[src/rtl/if_fetch_unit_if.sv]
// Instruction-memory bus between the fetch stage and imem.
// req/gnt issue handshake; rvalid returns words in request order.
interface if_fetch_unit_if;
    logic        imem_req;
    logic [31:0] imem_addr;
    logic        imem_gnt;
    logic        imem_rvalid;
    logic [31:0] imem_rdata;

    modport master (
        output imem_req,
        output imem_addr,
        input  imem_gnt,
        input  imem_rvalid,
        input  imem_rdata
    );

    modport slave (
        input  imem_req,
        input  imem_addr,
        output imem_gnt,
        output imem_rvalid,
        output imem_rdata
    );
endinterface

[src/rtl/if_fetch_unit.sv]
// RV32I fetch stage: credit-limited sequential imem requests,
// in-order fetch queue, redirect flush with stale-response discard.
module if_fetch_unit #(
    parameter logic [31:0] RESET_PC   = 32'h0000_0000,
    parameter int          FIFO_DEPTH = 2,
    parameter logic [31:0] NOP_INSTR  = 32'h0000_0013
) (
    input  logic                   clk,
    input  logic                   rst_n,
    input  logic                   stall_f,
    input  logic                   redirect_e,
    input  logic [31:0]            pc_target_e,
    if_fetch_unit_if.master        imem,
    output logic [31:0]            instr_f,
    output logic [31:0]            pc_f,
    output logic [31:0]            pc_plus4_f,
    output logic                   valid_f
);
    localparam int PW = $clog2(FIFO_DEPTH);
    localparam int CW = PW + 1;
    localparam logic [CW:0] DEPTH_W = (CW+1)'(FIFO_DEPTH);

    typedef struct packed {
        logic [31:0] pc;
        logic [31:0] instr;
    } fq_entry_t;

    fq_entry_t     fq [FIFO_DEPTH];
    logic [PW-1:0] rd_ptr;
    logic [PW-1:0] wr_ptr;
    logic [CW-1:0] q_count;
    logic [CW-1:0] live_cnt;
    logic [CW-1:0] discard_cnt;
    logic [31:0]   fetch_pc;
    logic [31:0]   resp_pc;

    logic [CW:0]   credits;
    logic [CW-1:0] live_n;
    logic [CW-1:0] discard_n;
    logic [CW-1:0] q_count_n;
    logic [31:0]   target;
    logic          grant;
    logic          drop;
    logic          rsp_ok;
    logic          push;
    logic          pop;
    logic          valid;
    logic          unused_tgt;

    assign unused_tgt = ^pc_target_e[1:0];
    assign target     = {pc_target_e[31:2], 2'b00};

    // Queued words plus every in-flight response must fit the queue.
    assign credits = {1'b0, live_cnt} + {1'b0, discard_cnt}
                   + {1'b0, q_count};

    assign imem.imem_req  = rst_n & ~redirect_e & (credits < DEPTH_W);
    assign imem.imem_addr = fetch_pc;

    assign grant  = imem.imem_req & imem.imem_gnt;
    assign drop   = imem.imem_rvalid & (discard_cnt != '0);
    assign rsp_ok = imem.imem_rvalid & (discard_cnt == '0)
                  & (live_cnt != '0);
    assign push   = rsp_ok & ~redirect_e;
    assign valid  = q_count != '0;
    assign pop    = valid & ~stall_f & ~redirect_e;

    always_comb begin
        live_n    = live_cnt;
        discard_n = discard_cnt;
        q_count_n = q_count;
        if (redirect_e) begin
            live_n    = '0;
            discard_n = discard_cnt + live_cnt - CW'(drop | rsp_ok);
            q_count_n = '0;
        end else begin
            live_n    = live_cnt + CW'(grant) - CW'(rsp_ok);
            discard_n = discard_cnt - CW'(drop);
            q_count_n = q_count + CW'(push) - CW'(pop);
        end
    end

    always_ff @(posedge clk or negedge rst_n) begin
        if (!rst_n) begin
            fetch_pc    <= {RESET_PC[31:2], 2'b00};
            resp_pc     <= {RESET_PC[31:2], 2'b00};
            rd_ptr      <= '0;
            wr_ptr      <= '0;
            q_count     <= '0;
            live_cnt    <= '0;
            discard_cnt <= '0;
        end else begin
            q_count     <= q_count_n;
            live_cnt    <= live_n;
            discard_cnt <= discard_n;
            if (redirect_e) begin
                fetch_pc <= target;
                resp_pc  <= target;
                rd_ptr   <= '0;
                wr_ptr   <= '0;
            end else begin
                if (grant) fetch_pc <= fetch_pc + 32'd4;
                if (push) begin
                    resp_pc <= resp_pc + 32'd4;
                    wr_ptr  <= wr_ptr + PW'(1);
                end
                if (pop) rd_ptr <= rd_ptr + PW'(1);
            end
        end
    end

    always_ff @(posedge clk) begin
        if (push) fq[wr_ptr] <= '{pc: resp_pc, instr: imem.imem_rdata};
    end

    assign valid_f    = valid;
    assign instr_f    = valid ? fq[rd_ptr].instr : NOP_INSTR;
    assign pc_f       = valid ? fq[rd_ptr].pc : 32'h0;
    assign pc_plus4_f = pc_f + 32'd4;
endmodule
[src/flat_wrapper.sv]
// flat-port wrapper written by rule: the top's interface ports become plain ports
module if_fetch_unit_flat 
#(
    parameter logic [31:0] RESET_PC   = 32'h0000_0000,
    parameter int          FIFO_DEPTH = 2,
    parameter logic [31:0] NOP_INSTR  = 32'h0000_0013
)
  (clk, rst_n, stall_f, redirect_e, pc_target_e, instr_f, pc_f, pc_plus4_f, valid_f, imem_imem_req, imem_imem_addr, imem_imem_gnt, imem_imem_rvalid, imem_imem_rdata);
  if_fetch_unit_if imem_i ();
  input  logic clk;
  input  logic rst_n;
  input  logic stall_f;
  input  logic redirect_e;
  input  logic [31:0] pc_target_e;
  output logic [31:0] instr_f;
  output logic [31:0] pc_f;
  output logic [31:0] pc_plus4_f;
  output logic valid_f;
  output wire logic [$bits(imem_i.imem_req)-1:0] imem_imem_req;
  output wire logic [$bits(imem_i.imem_addr)-1:0] imem_imem_addr;
  input wire logic [$bits(imem_i.imem_gnt)-1:0] imem_imem_gnt;
  input wire logic [$bits(imem_i.imem_rvalid)-1:0] imem_imem_rvalid;
  input wire logic [$bits(imem_i.imem_rdata)-1:0] imem_imem_rdata;
  assign imem_imem_req = imem_i.imem_req;
  assign imem_imem_addr = imem_i.imem_addr;
  assign imem_i.imem_gnt = imem_imem_gnt;
  assign imem_i.imem_rvalid = imem_imem_rvalid;
  assign imem_i.imem_rdata = imem_imem_rdata;
  if_fetch_unit #(.RESET_PC(RESET_PC), .FIFO_DEPTH(FIFO_DEPTH), .NOP_INSTR(NOP_INSTR)) u_core (.clk(clk), .rst_n(rst_n), .stall_f(stall_f), .redirect_e(redirect_e), .pc_target_e(pc_target_e), .imem(imem_i), .instr_f(instr_f), .pc_f(pc_f), .pc_plus4_f(pc_plus4_f), .valid_f(valid_f));
endmodule
[config.mk]
export PLATFORM = sky130hd
export DESIGN_NAME = if_fetch_unit_flat
export DESIGN_NICKNAME = d
export VERILOG_FILES = /design/src/rtl/if_fetch_unit_if.sv /design/src/rtl/if_fetch_unit.sv /design/src/flat_wrapper.sv
export SDC_FILE = /design/constraint.sdc
export NUM_CORES = 1
export LEC_CHECK = 0
export CAP_MARGIN = 20
export CORE_MARGIN = 4
export CORE_UTILIZATION = 47
export CTS_CLUSTER_DIAMETER = 120
export DETAILED_ROUTE_END_ITERATION = 7
export GPL_TIMING_DRIVEN = 0
export PLACE_DENSITY = 0.77
export SLEW_MARGIN = 30
export SYNTH_ARGS = -nofsm -noshare
export SYNTH_HDL_FRONTEND = slang
export SYNTH_SLANG_ARGS = --single-unit
[constraint.sdc]
create_clock -name clk -period 5.09 [get_ports clk]
set_input_delay 1.2725 -clock clk [delete_from_list [all_inputs] [get_ports clk]]
set_output_delay 1.2725 -clock clk [all_outputs]
set_load 0.05 [all_outputs]
# After elaboration in Yosys (flattened, before gate mapping)
# Memory sizes are Yosys's and may differ from the RTL's.
# Cells that the tools add are included.
# W data, S select, Z words.
[totals] ff_bits=72 latch_bits=0 ramBits=128 rom_bits=0 input_bits=70 output_inout_bits=130 word_cells=57 n_memories=1
[op_classes] n_addsub=14 n_mul=0 div_mod_pow=0 n_lt_le_gt_ge=1 eq_ne=0 shifts=0 muxes=15 bitwise=12 n_reduce_logical=7
[memory_table] memory="u_core.fq" depth=2 width=64 read_ports=1 rd_clocked_by_memory_dff=0 write_ports=1 line="if_fetch_unit.sv:28" rtl="fq_entry_t fq [FIFO_DEPTH];"
[ops] op="$mux W32" n=6
[ops] op="$add A32 B3 Y32 const B" n=3
[ops] op="$reduce_bool A2 Y1" n=6
[ops] op="$and A1 B1 Y1" n=9
[ops] op="$mux W1" n=6
[ops] op="$mux W2" n=3
[ops] op="$sub A2 B1 Y2" n=3
[ops] op="$add A2 B1 Y2" n=2
[ops] op="$add A2 B2 Y3" n=1
[ops] op="$add A3 B2 Y3" n=1
[ops] op="$lt A3 B2 Y1 const B" n=1
[ops] op="$add A1 B1 Y1 const B" n=2
[ops] op="$add A2 B2 Y2" n=1
[ops] op="$logic_not A2 Y1" n=1
[ops] op="$not A1 Y1" n=2
[ops] op="$sub A2 B2 Y2" n=1
[ops] op="$or A1 B1 Y1" n=1

# Logic depth before layout (Yosys ltp)
# Gate-level depths: netlist (run 1).
[depth] ltp_word=8 depth_mapped=12 mapped_depth_nobuf=11

# Least setup slack after synthesis (run 1)
# Ideal clock, no wire load.
[synth_timing] path_kind="input to register" from="in redirect_e" to="mem u_core.fq[0][0] in the netlist's numbering, enable pin" t_arrival_ns=5.948 t_required_ns=4.531 setup_slack_ns=-1.416 path_stages=3 n_path_buf=2 path_cell_list="clkbuf_1 > buf_1 > nor3_1"
[synth_between] elab_chain_cells=4
[synth_lines] item="start: declaration" line="flat_wrapper.sv:13" rtl="input logic redirect_e;"
[synth_lines] item="$not A1 Y1" line="if_fetch_unit.sv:64" rtl="assign push = rsp_ok & ~redirect_e;"
[synth_lines] item="$and A1 B1 Y1" line="if_fetch_unit.sv:64"
[synth_lines] item="$mux W1" line="if_fetch_unit.sv:113" rtl="if (push) fq[wr_ptr] <= '{pc: resp_pc, instr: imem.imem_rdata};"
[synth_lines] item="$mux W1 (not written as such)" line="if_fetch_unit.sv:113"
[synth_lines] item="end: declaration" line="if_fetch_unit.sv:28"
# Every way passes these cells.

# Final worst setup path (run 1)
[layout_timing] from="reg u_core.rd_ptr" to="out pc_plus4_f[24]"
[layout_between] elab_chain_cells=3
[layout_lines] item="start: declaration" line="if_fetch_unit.sv:29" rtl="logic [PW-1:0] rd_ptr;"
[layout_lines] item="start signal: assignment" line="if_fetch_unit.sv:107" rtl="if (pop) rd_ptr <= rd_ptr + PW'(1);"
[layout_lines] item="$mem_v2 Z2 W64"
[layout_lines] item="$mux W32" line="if_fetch_unit.sv:118" rtl="assign pc_f = valid ? fq[rd_ptr].pc : 32'h0;"
[layout_lines] item="$add A32 B3 Y32" line="if_fetch_unit.sv:119" rtl="assign pc_plus4_f = pc_f + 32'd4;"
[layout_lines] item="end: declaration" line="flat_wrapper.sv:17" rtl="output logic [31:0] pc_plus4_f;"
# Every way passes these cells.

==> results.sh, run 1 <==
export IMPL_die_w_um=151
export IMPL_place_area_um2=12000
export IMPL_cp_arrival_ps=3660
export IMPL_yosysMostFrequentCell="edfxtp_1"
export IMPL_rr_startpoint="u_core.discard_cnt[1]$_DFF_PN0_"
export IMPL_rr_endpoint="u_core.imem.imem_addr[15]$_DFFE_PN0P_"
export IMPL_cp_end_kind="output pin"
export IMPL_root_buffer="clkbuf_16"
export IMPL_grt_overflow_total=0
export IMPL_start_kind="flop"
export IMPL_rows=51
export IMPL_netlist_top_cells_count="edfxtp_1, nor2_1, dfrtp_1, nand2_1, mux2i_1"
export IMPL_synth_top_family_by_area="simple AND/OR/NAND/NOR gates"
export IMPL_antenna_found_initial=1
export IMPL_tightest_slew_ps=734
export IMPL_ios=200
export IMPL_holdPathEnd="u_core.fq[0][63]$_DFFE_PP_"
export IMPL_synth_xor_area_share_pct=6.51
export IMPL_hold_start="u_core.resp_pc[31]$_DFFE_PN0N_"
export IMPL_worstHoldPathType="reg2reg"
export IMPL_slew_viol_final=0
export IMPL_cts_max_level=4
export IMPL_synth_top_area_share_pct=39.0
export IMPL_place_inst=1279
export IMPL_max_slew_margin_pct=49.7
export IMPL_synthAdderAreaFrac_pct=1.91
export IMPL_yosys_warnings=0
export IMPL_via_per_inst=5.55
export IMPL_vdd_ir_drop_max_mv=0.234
export IMPL_clock_latency_ps=430
export IMPL_drive_gt1_share_pct=12.2
export IMPL_cts_tree="built"
export IMPL_netlist_cell_type_count=58
export IMPL_start_util_pct=48.5
export IMPL_cp_max_fo=19
export IMPL_num_antenna_cells=0
export IMPL_fin_nets=1116
export IMPL_cts_sinks=192
export IMPL_cp_required_ps=3820
export IMPL_synth_ff_type="edfxtp_1"
export IMPL_core_um2=19700
export IMPL_ys_async_sr_fraction_pct=35.4
export IMPL_clk_pin_slew_ps=70
export IMPL_min_period_over_period_pct=97.0
export IMPL_ys_seq_area_share_pct=56.8
export IMPL_cap_violations=0
export IMPL_die_height_um=151
export IMPL_drtAntennaViolNets=0
export IMPL_dpl_hpwl_um=18300
export IMPL_path_class="reg2out"
export IMPL_final_cells=1310
export IMPL_finalPower_mw=3.83
export IMPL_power_per_cell_area_nw_per_um2=304
export IMPL_ys_seq_elements=192
export IMPL_grt_max_degree=49
export IMPL_num_vias=7269
export IMPL_cts_hold_fix_buffers=0
export IMPL_rsz0062_at_grt="true"
export IMPL_tns_ps=0
export IMPL_drt_initial_drc_count=545
export IMPL_grt_pass1_vias=7053
export IMPL_hold_depth=0
export IMPL_r2r_slack_ps=1690
export IMPL_setup_viol_count_final=0
export IMPL_power_leakage_nw=4.47
export IMPL_outcome="completed"
export IMPL_drcViolationCount=0
export IMPL_port_buffers=191
export IMPL_area_growth_synth_to_final_pct=31.9
export IMPL_cts_buffer_depth=2
export IMPL_fmax_mhz=203
export IMPL_synth_cell_area_um2=9560
export IMPL_synth_compound_area_share_pct=6.40
export IMPL_synth_area_top_cells="edfxtp_1, dfrtp_1, mux2i_1, xnor2_1, nor2_1"
export IMPL_clock_skew_ps=12.4
export IMPL_numCtsBuffers=17
export IMPL_grt_usage_pct=21.4
export IMPL_die_area_um2=22700
export IMPL_synth_area_mux_share_pct=8.39
export IMPL_drt_total_wl_um=24200
export IMPL_postLayoutCellArea_um2=12600
export IMPL_synth_edf_count=124
export IMPL_fin_util_pct=63.9
export IMPL_synthCells=811
export IMPL_first_pass_iters=5
export IMPL_hold_viol_final=0
export IMPL_wl_per_cell_um=18.5
export IMPL_yosysTopAreaCell="edfxtp_1"
export IMPL_reg2reg_depth=11
export IMPL_synthSimpleGateAreaFrac_pct=16.5
export IMPL_period_minus_slack_ps=4940
export IMPL_syn_area_per_cell_um2=11.8
export IMPL_grt_pass1_wl_um=37600
export IMPL_gp_congestion=0.869
worst max-delay path: stages, from the launching register on:
cell,delay [ps]
dfrtp_1,350
buf_6,120
buf_4,200
buf_6,260
buf_4,270
mux2i_1,130
nor2_2,140
ha_1,270
nor4b_4,210
buf_4,180
nand4_4,220
nor4b_4,360
xor2_2,140
clkdlybuf4s15_2,380
worst max-delay path by stage:
stage                                 endpoint  slack [ps]                   startpoint
finish                          pc_plus4_f[24]         150    u_core.rd_ptr$_DFFE_PN0P_
global route                    pc_plus4_f[24]         -60    u_core.rd_ptr$_DFFE_PN0P_
CTS                             pc_plus4_f[30]          90    u_core.rd_ptr$_DFFE_PN0P_
detailed placement              pc_plus4_f[16]        -410    u_core.rd_ptr$_DFFE_PN0P_
global placement    u_core.fq[0][59]$_DFFE_PP_       -1610                   redirect_e
floorplan                       pc_plus4_f[26]         -60  u_core.q_count[0]$_DFF_PN0_
flip-flops by register name, summed over array words and instances, names as in the netlist:
name and flops:
u_core.fq 124, u_core.imem.imem_addr 30, u_core.resp_pc 30, u_core.discard_cnt 2
u_core.live_cnt 2, u_core.q_count 2, u_core.rd_ptr 1, u_core.wr_ptr 1
cell type report:
type	count	area, um^2
clock buffers	17	425
plain buffers	39	223
flip-flops and latches	192	5430
fillers	1503	7110
multi-input cells	555	3910
well taps	265	332
inverters	28	109
repair buffers	199	2010
clock inverters	15	168
cells in the final DEF (no fill, tap or decap), types with 16 or more instances in the layout:
cell type	netlist	layout
clkdlybuf4s50_1	0	178
edfxtp_1	124	124
nor2_1	88	86
dfrtp_1	68	68
nand2_1	65	65
mux2i_1	61	61
xnor2_1	40	40
nand3_1	35	35
o21ai_0	34	34
xor2_1	31	26
inv_1	26	25
nand4_1	24	24
nor3_1	20	17
clkbuf_16	0	17
mux2_2	16	16
power by group:
| part | internal [mW] | switching [mW] |
|---|---|---|
| registers | 1.74 | 0.109 |
| clock network | 0.663 | 0.641 |
| logic | 0.262 | 0.412 |
| total | 2.66 | 1.16 |
per-stage QoR:
step / hold WS, ps / setup slack (ps)
after floorplan: 463 / -63.8
after global placement: 499 / -1610
after global routing: 554 / -58.0
after detailed placement: 505 / -414
final: 526 / 154
after CTS: 523 / 90.6
cell families (layout without fill, tap and decap cells):
kind of cell    Yosys count  after routing
compound gates           90             90
flops                   192            192
other cells               1              6
simple gates            296            296
xor+xnor                 71             71
mux                      78             78
fa+ha+maj                14             14
buf+inv                  69            298
what timing repair did:
action                                 4_1_cts  5_1_grt
setup buffers                                1        0
setup endpoints to repair                   15        8
resized for setup                           30       13
pin swaps                                    0        0
endpoints found under the hold margin        0        0
routing by layer:
| metal | track usage, % | up-vias | part of all wire (%) |
|---|---|---|---|
| li1 | - | 3381 | - |
| met1 | 30.4 | 3532 | 44 |
| met2 | 33.7 | 315 | 47 |
| met3 | 4.27 | 39 | 7.3 |
| met4 | 6.03 | 2 | 1.8 |
| met5 | 0 | - | 0.058 |
Power figures use the tool's default switching activity.
==> inputs of run 2 (changes only) <==
Settings changed: CTS_CLUSTER_DIAMETER 120 to default.
==> results of run 2 <==
Same layout as run 1: the final DEF is identical, and so are final timing and power.
==> inputs of run 3 (changes only) <==
Settings changed: REMOVE_ABC_BUFFERS from default to 1.
==> run 3 against run 2 <==
Via count down 4.9%. Non-clock buffer count down 31. Fmax up 1.1%. Total power down 1.9%. Utilization down 0.79 points. Critical path depth down 6. Largest power group unchanged. Highest routed layer is now met4.
==> results.sh, run 3 (synthesis gave the netlist of run 1 again) <==
export IMPL_vdd_ir_drop_max_mv=0.245
export IMPL_grt_usage_pct=20.7
export IMPL_wl_met1_um=10500
export IMPL_rr_startpoint="u_core.discard_cnt[1]$_DFF_PN0_"
export IMPL_cp_num_buf_inv=2
export IMPL_gp_congestion=0.858
export IMPL_rsz0062_at_grt="false"
export IMPL_grt_pass1_wl_um=36700
export IMPL_wl_per_cell_um=18.3
export IMPL_clk_pin_slew_ps=70
export IMPL_mostFrequentLayoutCells="clkdlybuf4s50_1, edfxtp_1, nor2_1"
export IMPL_worstHoldPathType="reg2reg"
export IMPL_period_minus_slack_ps=4880
export IMPL_numCtsBuffers=17
export IMPL_routed_wl_met2_um=10800
export IMPL_cp_max_fo=41
export IMPL_cp_required_ps=3820
export IMPL_grt_pass1_vias=6773
export IMPL_cp_end_kind="output pin"
export IMPL_drcViolationCount=0
export IMPL_final_common_cell="clkdlybuf4s50_1"
export IMPL_rows=51
export IMPL_num_vias=6912
export IMPL_wl_met3_um=1850
export IMPL_cp_arrival_ps=3610
export IMPL_num_antenna_cells=0
export IMPL_drt_total_wl_um=23300
export IMPL_tightest_slew_ps=865
export IMPL_fin_nets=1085
export IMPL_port_buffers=191
export IMPL_start_util_pct=48.5
export IMPL_die_area_um2=22700
export IMPL_start_kind="flop"
export IMPL_power_leakage_nw=4.60
export IMPL_setup_viol_count_final=0
export IMPL_min_period_over_period_pct=95.9
export IMPL_largest_register="u_core.fq"
export IMPL_startpoint="u_core.rd_ptr$_DFFE_PN0P_"
export IMPL_clock_skew_ps=8.59
export IMPL_cap_violations=0
export IMPL_slew_viol_final=0
export IMPL_cp_slowest_stage_delay_ps=700
export IMPL_die_height_um=151
export IMPL_hold_viol_final=0
export IMPL_tns_ps=0
export IMPL_outcome="completed"
export IMPL_max_slew_margin_pct=42.0
export IMPL_grt_overflow_total=0
export IMPL_hold_ws_ps=501
export IMPL_cts_buffer_depth=2
export IMPL_power_per_cell_area_nw_per_um2=302
export IMPL_die_w_um=151
export IMPL_antenna_found_initial=0
export IMPL_crit_chain="buf_16, mux2i_1, a211oi_4, o2111ai_4, nor4_2, xor2_1, dlygate4sd2_1"
export IMPL_place_area_um2=11800
export IMPL_routed_top_layer="met4"
export IMPL_largest_register_ffs=124
export IMPL_root_buffer="clkbuf_16"
export IMPL_crit_family="buffers and inverters"
export IMPL_postLayoutCellArea_um2=12400
export IMPL_clock_latency_ps=430
export IMPL_area_growth_synth_to_final_pct=30.3
export IMPL_first_pass_iters=5
export IMPL_crit_slowest_cell="dfrtp_4"
export IMPL_dpl_hpwl_um=17100
export IMPL_drtAntennaViolNets=0
export IMPL_grt_max_degree=59
export IMPL_core_um2=19700
export IMPL_path_class="reg2out"
export IMPL_ios=200
export IMPL_drive_gt1_share_pct=9.66
export IMPL_drt_initial_drc_count=448
export IMPL_cts_max_level=4
export IMPL_cts_sinks=192
export IMPL_via_per_inst=5.40
export IMPL_hold_start="u_core.resp_pc[31]$_DFFE_PN0N_"
export IMPL_fmax_mhz=205
export IMPL_cts_tree="built"
[run 3: cell count changes in the layout (fill, tap and decap cells not counted), sizes merged]
cell	before	now
clkdlybuf4s15	4	1
dlymetal6s2s	0	12
clkdlybuf4s50	178	172
buf	35	18
inv	33	34
clkinv	6	5
clkinvlp	4	3
clkbuf	34	18
[run 3: worst paths after layout]
path                            cells past startpoint  slack [ps]                                    end
worst min-delay path                                0         500             u_core.fq[1][63]$_DFFE_PP_
min in group asynchronous                           1         790  u_core.imem.imem_addr[27]$_DFFE_PN0P_
worst min register to register                      0         500             u_core.fq[1][63]$_DFFE_PP_
max in group asynchronous                           2        3720              u_core.rd_ptr$_DFFE_PN0P_
worst max-delay path                                7         210                         pc_plus4_f[29]
worst max register to register                     10        1580  u_core.imem.imem_addr[22]$_DFFE_PN0P_
[run 3: final cells by class]
class | instances | area, um^2
clock buffer | 18 | 429
clock inverter | 14 | 121
fill | 1525 | 7270
inverter | 28 | 105
multi-input combinational | 555 | 3850
sequential | 192 | 5430
tap | 265 | 332
timing repair buffer | 207 | 2180
[run 3: timing repair]
| action | in CTS | in global routing |
|---|---|---|
| setup buffers | 1 | 0 |
| hold buffers | 0 | 0 |
| resized for setup | 6 | 13 |
| setup endpoints to repair | 17 | 13 |
| pin swaps | 0 | 0 |
[run 3: where the power goes]
part           total, mW  switching, mW  internal [mW]
Clock               1.25          0.609          0.642
Sequential          1.85          0.109           1.74
Combinational      0.653          0.396          0.257
[run 3: metal layers]
| layer | vias up | global-route usage (%) |
|---|---|---|
| met5 | - | 0 |
| met4 | 0 | 5.26 |
| met3 | 18 | 5.06 |
| met2 | 256 | 33.0 |
| met1 | 3313 | 28.7 |
| li1 | 3325 | - |
[run 3: metrics by stage]
step / cells / setup slack (ps) / util [%] / total power, mW
4_1_cts: 1279 / 9.62 / 63.0 / 3.78
3_5_place_dp: 1246 / 107 / 60.0 / 2.53
6_report: 1279 / 209 / 63.1 / 3.75
5_1_grt: 1279 / 18.4 / 63.1 / 3.93
2_1_floorplan: 775 / -3440 / - / 2.26
3_3_place_gp: 1231 / -5390 / 58.8 / 2.51
